$ cat config.mk
export PLATFORM = sky130hd
export DESIGN_NAME = pipe_adder_flat
export DESIGN_NICKNAME = d
export VERILOG_FILES = /design/src/rtl/pipe_adder_pkg.sv /design/src/rtl/pipe_adder_if.sv /design/src/rtl/chunk_adder.sv /design/src/rtl/full_adder.sv /design/src/rtl/pipe_adder.sv /design/src/flat_wrapper.sv
export SDC_FILE = /design/constraint.sdc
export NUM_CORES = 1
export LEC_CHECK = 0
export ABC_CLOCK_PERIOD_IN_PS = 4700
export BUFFER_PORTS_ARGS = -buffer_cell sky130_fd_sc_hd__buf_2
export CORE_MARGIN = 5
export CORE_UTILIZATION = 40
export CTS_CLUSTER_DIAMETER = 120
export DETAILED_ROUTE_END_ITERATION = 10
export GPL_TIMING_DRIVEN = 0
export MAX_ROUTING_LAYER = met4
export PLACE_DENSITY = 0.58
export SYNTH_ARGS = -nofsm -noshare
export SYNTH_HDL_FRONTEND = slang
export SYNTH_SLANG_ARGS = --single-unit
$ cat constraint.sdc
create_clock -name clk -period 4.7 [get_ports clk]
set_input_delay 0 -clock clk [delete_from_list [all_inputs] [get_ports clk]]
set_output_delay 0 -clock clk [all_outputs]
set_load 0.01 [all_outputs]
$ cat src/rtl/pipe_adder_pkg.sv
// Shared constants and helpers for the pipelined add/subtract unit.
package pipe_adder_pkg;

   localparam int WIDTH_DEF = 16;
   localparam int CHUNK_DEF = 4;

   localparam logic OP_ADD = 1'b0;
   localparam logic OP_SUB = 1'b1;

   function automatic int stages_f(input int width, input int chunk);
      return width / chunk;
   endfunction

endpackage

$ cat src/rtl/pipe_adder_if.sv
// Operand/result handshake bundle between the operand registers, the adder pipe and the ALU mux.
interface pipe_adder_if
   import pipe_adder_pkg::*;
#(
   parameter int WIDTH = WIDTH_DEF
) ();

   logic             in_valid;
   logic             in_ready;
   logic [WIDTH-1:0] a;
   logic [WIDTH-1:0] b;
   logic             c_in;
   logic             sub;
   logic             out_valid;
   logic             out_ready;
   logic [WIDTH-1:0] s_out;
   logic             c_out;
   logic             ovf;
   logic             zero;

   modport master (
      output in_valid, a, b, c_in, sub, out_ready,
      input  in_ready, out_valid, s_out, c_out, ovf, zero
   );

   modport slave (
      input  in_valid, a, b, c_in, sub, out_ready,
      output in_ready, out_valid, s_out, c_out, ovf, zero
   );

endinterface

$ cat src/rtl/chunk_adder.sv
// CHUNK-bit combinational ripple slice; also exposes the carry into its top bit for overflow.
module chunk_adder
   import pipe_adder_pkg::*;
#(
   parameter int CHUNK = CHUNK_DEF
) (
   input  logic [CHUNK-1:0] a,
   input  logic [CHUNK-1:0] b,
   input  logic             c_in,
   output logic [CHUNK-1:0] s_out,
   output logic             c_out,
   output logic             c_msb_in
);

   logic [CHUNK:0] carry;

   assign carry[0] = c_in;

   for (genvar i = 0; i < CHUNK; i++) begin : g_bit
      full_adder u_fa (
         .a     (a[i]),
         .b     (b[i]),
         .c_in  (carry[i]),
         .s_out (s_out[i]),
         .c_out (carry[i+1])
      );
   end

   assign c_out    = carry[CHUNK];
   assign c_msb_in = carry[CHUNK-1];

endmodule

$ cat src/rtl/full_adder.sv
// One-bit full adder, the building block of each ripple slice.
module full_adder (
   input  logic a,
   input  logic b,
   input  logic c_in,
   output logic s_out,
   output logic c_out
);

   assign s_out = a ^ b ^ c_in;
   assign c_out = (a & b) | (c_in & (a ^ b));

endmodule

$ cat src/rtl/pipe_adder.sv
// Pipelined add/subtract: one CHUNK-bit ripple slice per stage, carry and operands skewed
// through stage registers, single global stall driven by the result consumer.
module pipe_adder
   import pipe_adder_pkg::*;
#(
   parameter int WIDTH = WIDTH_DEF,
   parameter int CHUNK = CHUNK_DEF
) (
   input  logic          clk,
   input  logic          rst_n,
   pipe_adder_if.slave   bus
);

   localparam int STAGES = stages_f(WIDTH, CHUNK);

   logic              advance;
   logic [STAGES-1:0] valid_q;
   logic [WIDTH-1:0]  a_q   [STAGES];
   logic [WIDTH-1:0]  b_q   [STAGES];
   logic [WIDTH-1:0]  sum_q [STAGES];
   logic              carry_q [STAGES];
   logic              ovf_q;
   logic              zero_q;

   logic [WIDTH-1:0]  a_d   [STAGES];
   logic [WIDTH-1:0]  b_d   [STAGES];
   logic [WIDTH-1:0]  sum_in [STAGES];
   logic [WIDTH-1:0]  sum_d [STAGES];
   logic              cin_d  [STAGES];
   logic              cout_d [STAGES];
   logic              cmsb_d [STAGES];
   logic [CHUNK-1:0]  slice_s [STAGES];

   // NOTE: in_ready depends only on the output side, never on in_valid, so no comb loop
   // can form through an upstream that waits for ready before raising valid.
   assign advance       = !valid_q[STAGES-1] || bus.out_ready;
   assign bus.in_ready  = advance;
   assign bus.out_valid = valid_q[STAGES-1];
   assign bus.s_out     = sum_q[STAGES-1];
   assign bus.c_out     = carry_q[STAGES-1];
   assign bus.ovf       = ovf_q;
   assign bus.zero      = zero_q;

   for (genvar k = 0; k < STAGES; k++) begin : g_stage
      if (k == 0) begin : g_first
         // Subtraction is a + ~b + ~c_in, so a borrow-in of 1 removes one more.
         assign a_d[0]    = bus.a;
         assign b_d[0]    = (bus.sub == OP_SUB) ? ~bus.b : bus.b;
         assign cin_d[0]  = (bus.sub == OP_ADD) ? bus.c_in : ~bus.c_in;
         assign sum_in[0] = '0;
      end else begin : g_next
         assign a_d[k]    = a_q[k-1];
         assign b_d[k]    = b_q[k-1];
         assign cin_d[k]  = carry_q[k-1];
         assign sum_in[k] = sum_q[k-1];
      end

      chunk_adder #(.CHUNK(CHUNK)) u_chunk (
         .a        (a_d[k][k*CHUNK +: CHUNK]),
         .b        (b_d[k][k*CHUNK +: CHUNK]),
         .c_in     (cin_d[k]),
         .s_out    (slice_s[k]),
         .c_out    (cout_d[k]),
         .c_msb_in (cmsb_d[k])
      );

      assign sum_d[k] = sum_in[k] | (WIDTH'(slice_s[k]) << (k * CHUNK));
   end

   always_ff @(posedge clk or negedge rst_n) begin
      if (!rst_n) begin
         valid_q <= '0;
         ovf_q   <= 1'b0;
         zero_q  <= 1'b0;
         for (int k = 0; k < STAGES; k++) begin
            sum_q[k]   <= '0;
            carry_q[k] <= 1'b0;
         end
      end else if (advance) begin
         valid_q[0] <= bus.in_valid;
         for (int k = 1; k < STAGES; k++) valid_q[k] <= valid_q[k-1];
         for (int k = 0; k < STAGES; k++) begin
            sum_q[k]   <= sum_d[k];
            carry_q[k] <= cout_d[k];
         end
         ovf_q  <= cmsb_d[STAGES-1] ^ cout_d[STAGES-1];
         zero_q <= (sum_d[STAGES-1] == '0);
      end
   end

   // NOTE: skewed operand registers carry no reset; the stage valid bits already mark them
   // as meaningless after reset, and leaving them out keeps the reset net small.
   always_ff @(posedge clk) begin
      if (advance) begin
         for (int k = 0; k < STAGES; k++) begin
            a_q[k] <= a_d[k];
            b_q[k] <= b_d[k];
         end
      end
   end

endmodule
$ cat src/flat_wrapper.sv
// flat-port wrapper written by rule: the top's interface ports become plain ports
module pipe_adder_flat import pipe_adder_pkg::*;
#(
   parameter int WIDTH = WIDTH_DEF,
   parameter int CHUNK = CHUNK_DEF
)
  (clk, rst_n, bus_in_valid, bus_a, bus_b, bus_c_in, bus_sub, bus_out_ready, bus_in_ready, bus_out_valid, bus_s_out, bus_c_out, bus_ovf, bus_zero);
  pipe_adder_if #(.WIDTH(WIDTH)) bus_i ();
  input  logic clk;
  input  logic rst_n;
  input wire logic [$bits(bus_i.in_valid)-1:0] bus_in_valid;
  input wire logic [$bits(bus_i.a)-1:0] bus_a;
  input wire logic [$bits(bus_i.b)-1:0] bus_b;
  input wire logic [$bits(bus_i.c_in)-1:0] bus_c_in;
  input wire logic [$bits(bus_i.sub)-1:0] bus_sub;
  input wire logic [$bits(bus_i.out_ready)-1:0] bus_out_ready;
  output wire logic [$bits(bus_i.in_ready)-1:0] bus_in_ready;
  output wire logic [$bits(bus_i.out_valid)-1:0] bus_out_valid;
  output wire logic [$bits(bus_i.s_out)-1:0] bus_s_out;
  output wire logic [$bits(bus_i.c_out)-1:0] bus_c_out;
  output wire logic [$bits(bus_i.ovf)-1:0] bus_ovf;
  output wire logic [$bits(bus_i.zero)-1:0] bus_zero;
  assign bus_i.in_valid = bus_in_valid;
  assign bus_i.a = bus_a;
  assign bus_i.b = bus_b;
  assign bus_i.c_in = bus_c_in;
  assign bus_i.sub = bus_sub;
  assign bus_i.out_ready = bus_out_ready;
  assign bus_in_ready = bus_i.in_ready;
  assign bus_out_valid = bus_i.out_valid;
  assign bus_s_out = bus_i.s_out;
  assign bus_c_out = bus_i.c_out;
  assign bus_ovf = bus_i.ovf;
  assign bus_zero = bus_i.zero;
  pipe_adder #(.WIDTH(WIDTH), .CHUNK(CHUNK)) u_core (.clk(clk), .rst_n(rst_n), .bus(bus_i));
endmodule
==> flow_summary.ini <==
[detailed_routing]
drt-total-wl_mm = 6.428
drt_iter0_drc = 86
vias_per_cell = 4.301
wl_per_cell_um = 11.88
ant_nets = 0
route.detailed.drc = 0
first_pass_iters = 4
vias = 2327

[timing]
tightest_slew_ns = 1.082
finalSetupViolCount = 0
whs_ns = 0.02811
fin_worst_skew_ns = 0.009296
max_slew_margin_pct = 27.84
final-hold-violation-count = 0
period_share_pct = 56.81
finalMaxSlewViolations = 0
setup_tns_ns = 0
fmax_mhz = 374.5
fin_crit_ns = 2.670
rsz0062_at_grt = false

[placement]
dp.final_hpwl_mm = 4.445
gp_congestion = 0.7201
port_buffers = 57

[yosys]
synth_most_common_cell = nand2_1
synthCells = 309
async_reset_ff_share_pct = 51.02
ys_ff_latch = 98
synth_top_area_share_pct = 35.56
yosys-top-cells-count = nand2_1, dfrtp_1, edfxtp_1
yosys_most_used_dff = dfrtp_1
synth_area_per_cell_um2 = 13.12
yosysUniqueCellTypes = 22
synth_edf_count = 48
synth_area_mm2 = 0.004054
synth-seq-area-share_pct = 66.42
synth_top_cell_by_area = edfxtp_1
ys.warnings.count = 0
synth_area_leaders = edfxtp_1, dfrtp_1, nand2_1
syn_nets = 363

[setup_path]
crit_type = register to register
critPathLaunch = u_core.carry_q[1]$_DFFE_PN0P_
r2r_cells = 10
rr_startpoint = u_core.carry_q[1]$_DFFE_PN0P_
critical_path.endpoint = u_core.bus.zero$_DFFE_PN0P_
path_max_fanout = 2
cp-end-kind = register
worstReg2RegEnd = u_core.bus.zero$_DFFE_PN0P_
reg2reg_slack_ns = 2.03
arrival_ns = 2.95
start_kind = register
required_ns = 4.98

[power_and_ir_drop]
leakagePower_nw = 2.288
ir_drop_uv = 215.1
power_w = 0.002896
power_density_mw_per_mm2 = 582.2

[global_routing]
grtUsageMet2_pct = 17.60
met3_usage_pct = 2.729
antenna_found_initial = 0
grtUsageTotal_pct = 11.79
top_usage_layer = met2
first_global_vias = 2360
grt_first_pass_wirelength_mm = 11.39
globalRoute.totalOverflow = 0
met1_usage_pct = 15.48
grt_max_degree = 59

[die]
row_count = 36
fp.dieH_um = 110.7
start_util_pct = 41.28
coreArea_mm2 = 0.009819
die_area_mm2 = 0.01225
io_pins = 59
dieWidth_um = 110.7

[clocking]
clk_pin_slew_ns = 0.09
cts_setup_buffers = 0
cts_buffers = 9
clock-sinks = 98
cts_resized = 0
cts_buffer_depth = 2
cts_root_buf = clkbuf_8
ctsHoldBuffers = 26
cts_tree = yes
cts.htree.levels = 3
clkLatencyLatePin_ns = 0.36

[job]
max_cap_viol_count = 0

[final_layout]
antenna_cells = 0
syn2layout_area_growth_pct = 22.72
drive_gt1_share_pct = 27.21
fill_cells = 928
multiInputGateArea_mm2 = 0.001126
seqCellArea_mm2 = 0.002693
nets = 457

[run_status]
status = complete, no violations

[min_path]
hold_path_class = primary input to register
[layer usage]
| layer | part of all wire, % | up-vias |
|---|---|---|
| li1 | - | 1173 |
| met1 | 47 | 1099 |
| met2 | 47 | 48 |
| met3 | 4.4 | 7 |
| met4 | 1.4 | 0 |
| met5 | 0 | - |
[per-stage QoR]
step                cell area (µm²)  util [%]  worst slack (ns)  std cells
floorplan                      4054         -             2.250        309
global placement               4506     45.88             1.993        499
detailed placement             4506     45.88             1.998        499
CTS                            4975     50.66             1.971        541
global route                   4975     50.66             1.749        541
finish                         4975     50.66             2.030        541
[cell usage in the layout, fill, tap and decap left out]
| cell type | instances |
|---|---|
| clkinv_4 | 1 |
| a21oi_2 | 13 |
| o21ai_2 | 1 |
| buf_4 | 3 |
| buf_6 | 6 |
| fa_1 | 16 |
| buf_2 | 58 |
| xnor2_1 | 4 |
| nor4b_1 | 2 |
| buf_8 | 2 |
| inv_1 | 25 |
| nor2_2 | 10 |
| nor4_1 | 2 |
| nor2_1 | 3 |
| nand2b_1 | 1 |
| edfxtp_1 | 48 |
| nor2b_4 | 1 |
| nand4_1 | 1 |
| dfrtp_1 | 50 |
| inv_12 | 1 |
| inv_4 | 1 |
| nand2_1 | 104 |
| xor2_1 | 14 |
| dlygate4sd3_1 | 26 |
| clkbuf_8 | 10 |
| bufinv_16 | 1 |
| inv_6 | 3 |
| o21ai_0 | 1 |
[worst max-delay path, cell delays in order (launching register included)]
cell     delay [ns]
dfrtp_1        0.36
inv_1          0.06
fa_1           0.45
inv_1          0.10
fa_1           0.20
fa_1           0.22
inv_1          0.07
fa_1           0.58
nor4b_1        0.27
nand4_1        0.13
o21ai_0        0.15
[logic make-up (layout without fill, tap and decap cells)]
| kind of cell | Yosys count | after routing | synth area share, % |
|---|---|---|---|
| adder cells (fa/ha/maj) | 16 | 16 | 7.901 |
| flip-flops | 98 | 98 | 66.42 |
| AO/OA/AOI/OAI | 15 | 15 | 3.148 |
| AND/OR/NAND/NOR | 124 | 124 | 12.84 |
| XOR/XNOR | 18 | 18 | 3.889 |
| buffers and inverters | 38 | 137 | 5.802 |
[worst min path at each step]
stage | start | cells past startpoint | slack (ns) | end
finish | bus_a[3] | 4 | 0.03 | u_core.carry_q[3]$_DFFE_PN0P_
CTS | bus_a[3] | 4 | 0.01 | u_core.carry_q[3]$_DFFE_PN0P_
global route | bus_sub | 2 | 0.04 | u_core.b_q[0][4]$_DFFE_PP_
global placement | bus_a[14] | 1 | 0.18 | u_core.a_q[0][14]$_DFFE_PP_
floorplan | rst_n | 0 | -0.30 | u_core.bus.c_out$_DFFE_PN0P_
detailed placement | bus_a[13] | 1 | 0.18 | u_core.a_q[0][13]$_DFFE_PP_
[area by class of cell]
type                    count  area share, %
flip-flops and latches     98          54.12
multi-input cells         173          22.64
repair buffers             83          10.97
well taps                 133          3.345
clock buffers              10          2.767
plain buffers              12          2.515
inverters                  26          2.213
clock inverters             6          1.434
[report_power, final]
part           total [W]  internal [W]  switching [W]  leakage [nW]
clock network   0.000558      0.000268       0.000291         0.108
registers        0.00143       0.00127       0.000165          1.08
logic           0.000907      0.000399       0.000509          1.10
total            0.00290       0.00193       0.000964          2.29
[flip-flops by register name, indices dropped and copies added, names as in the netlist, 3 cells and up]
register and count:
u_core.b_q 24, u_core.a_q 24, u_core.valid_q 4, u_core.bus.s_out 16, u_core.carry_q 3, u_core.sum_in 24
No activity file was read; power rests on OpenSTA's default activity.
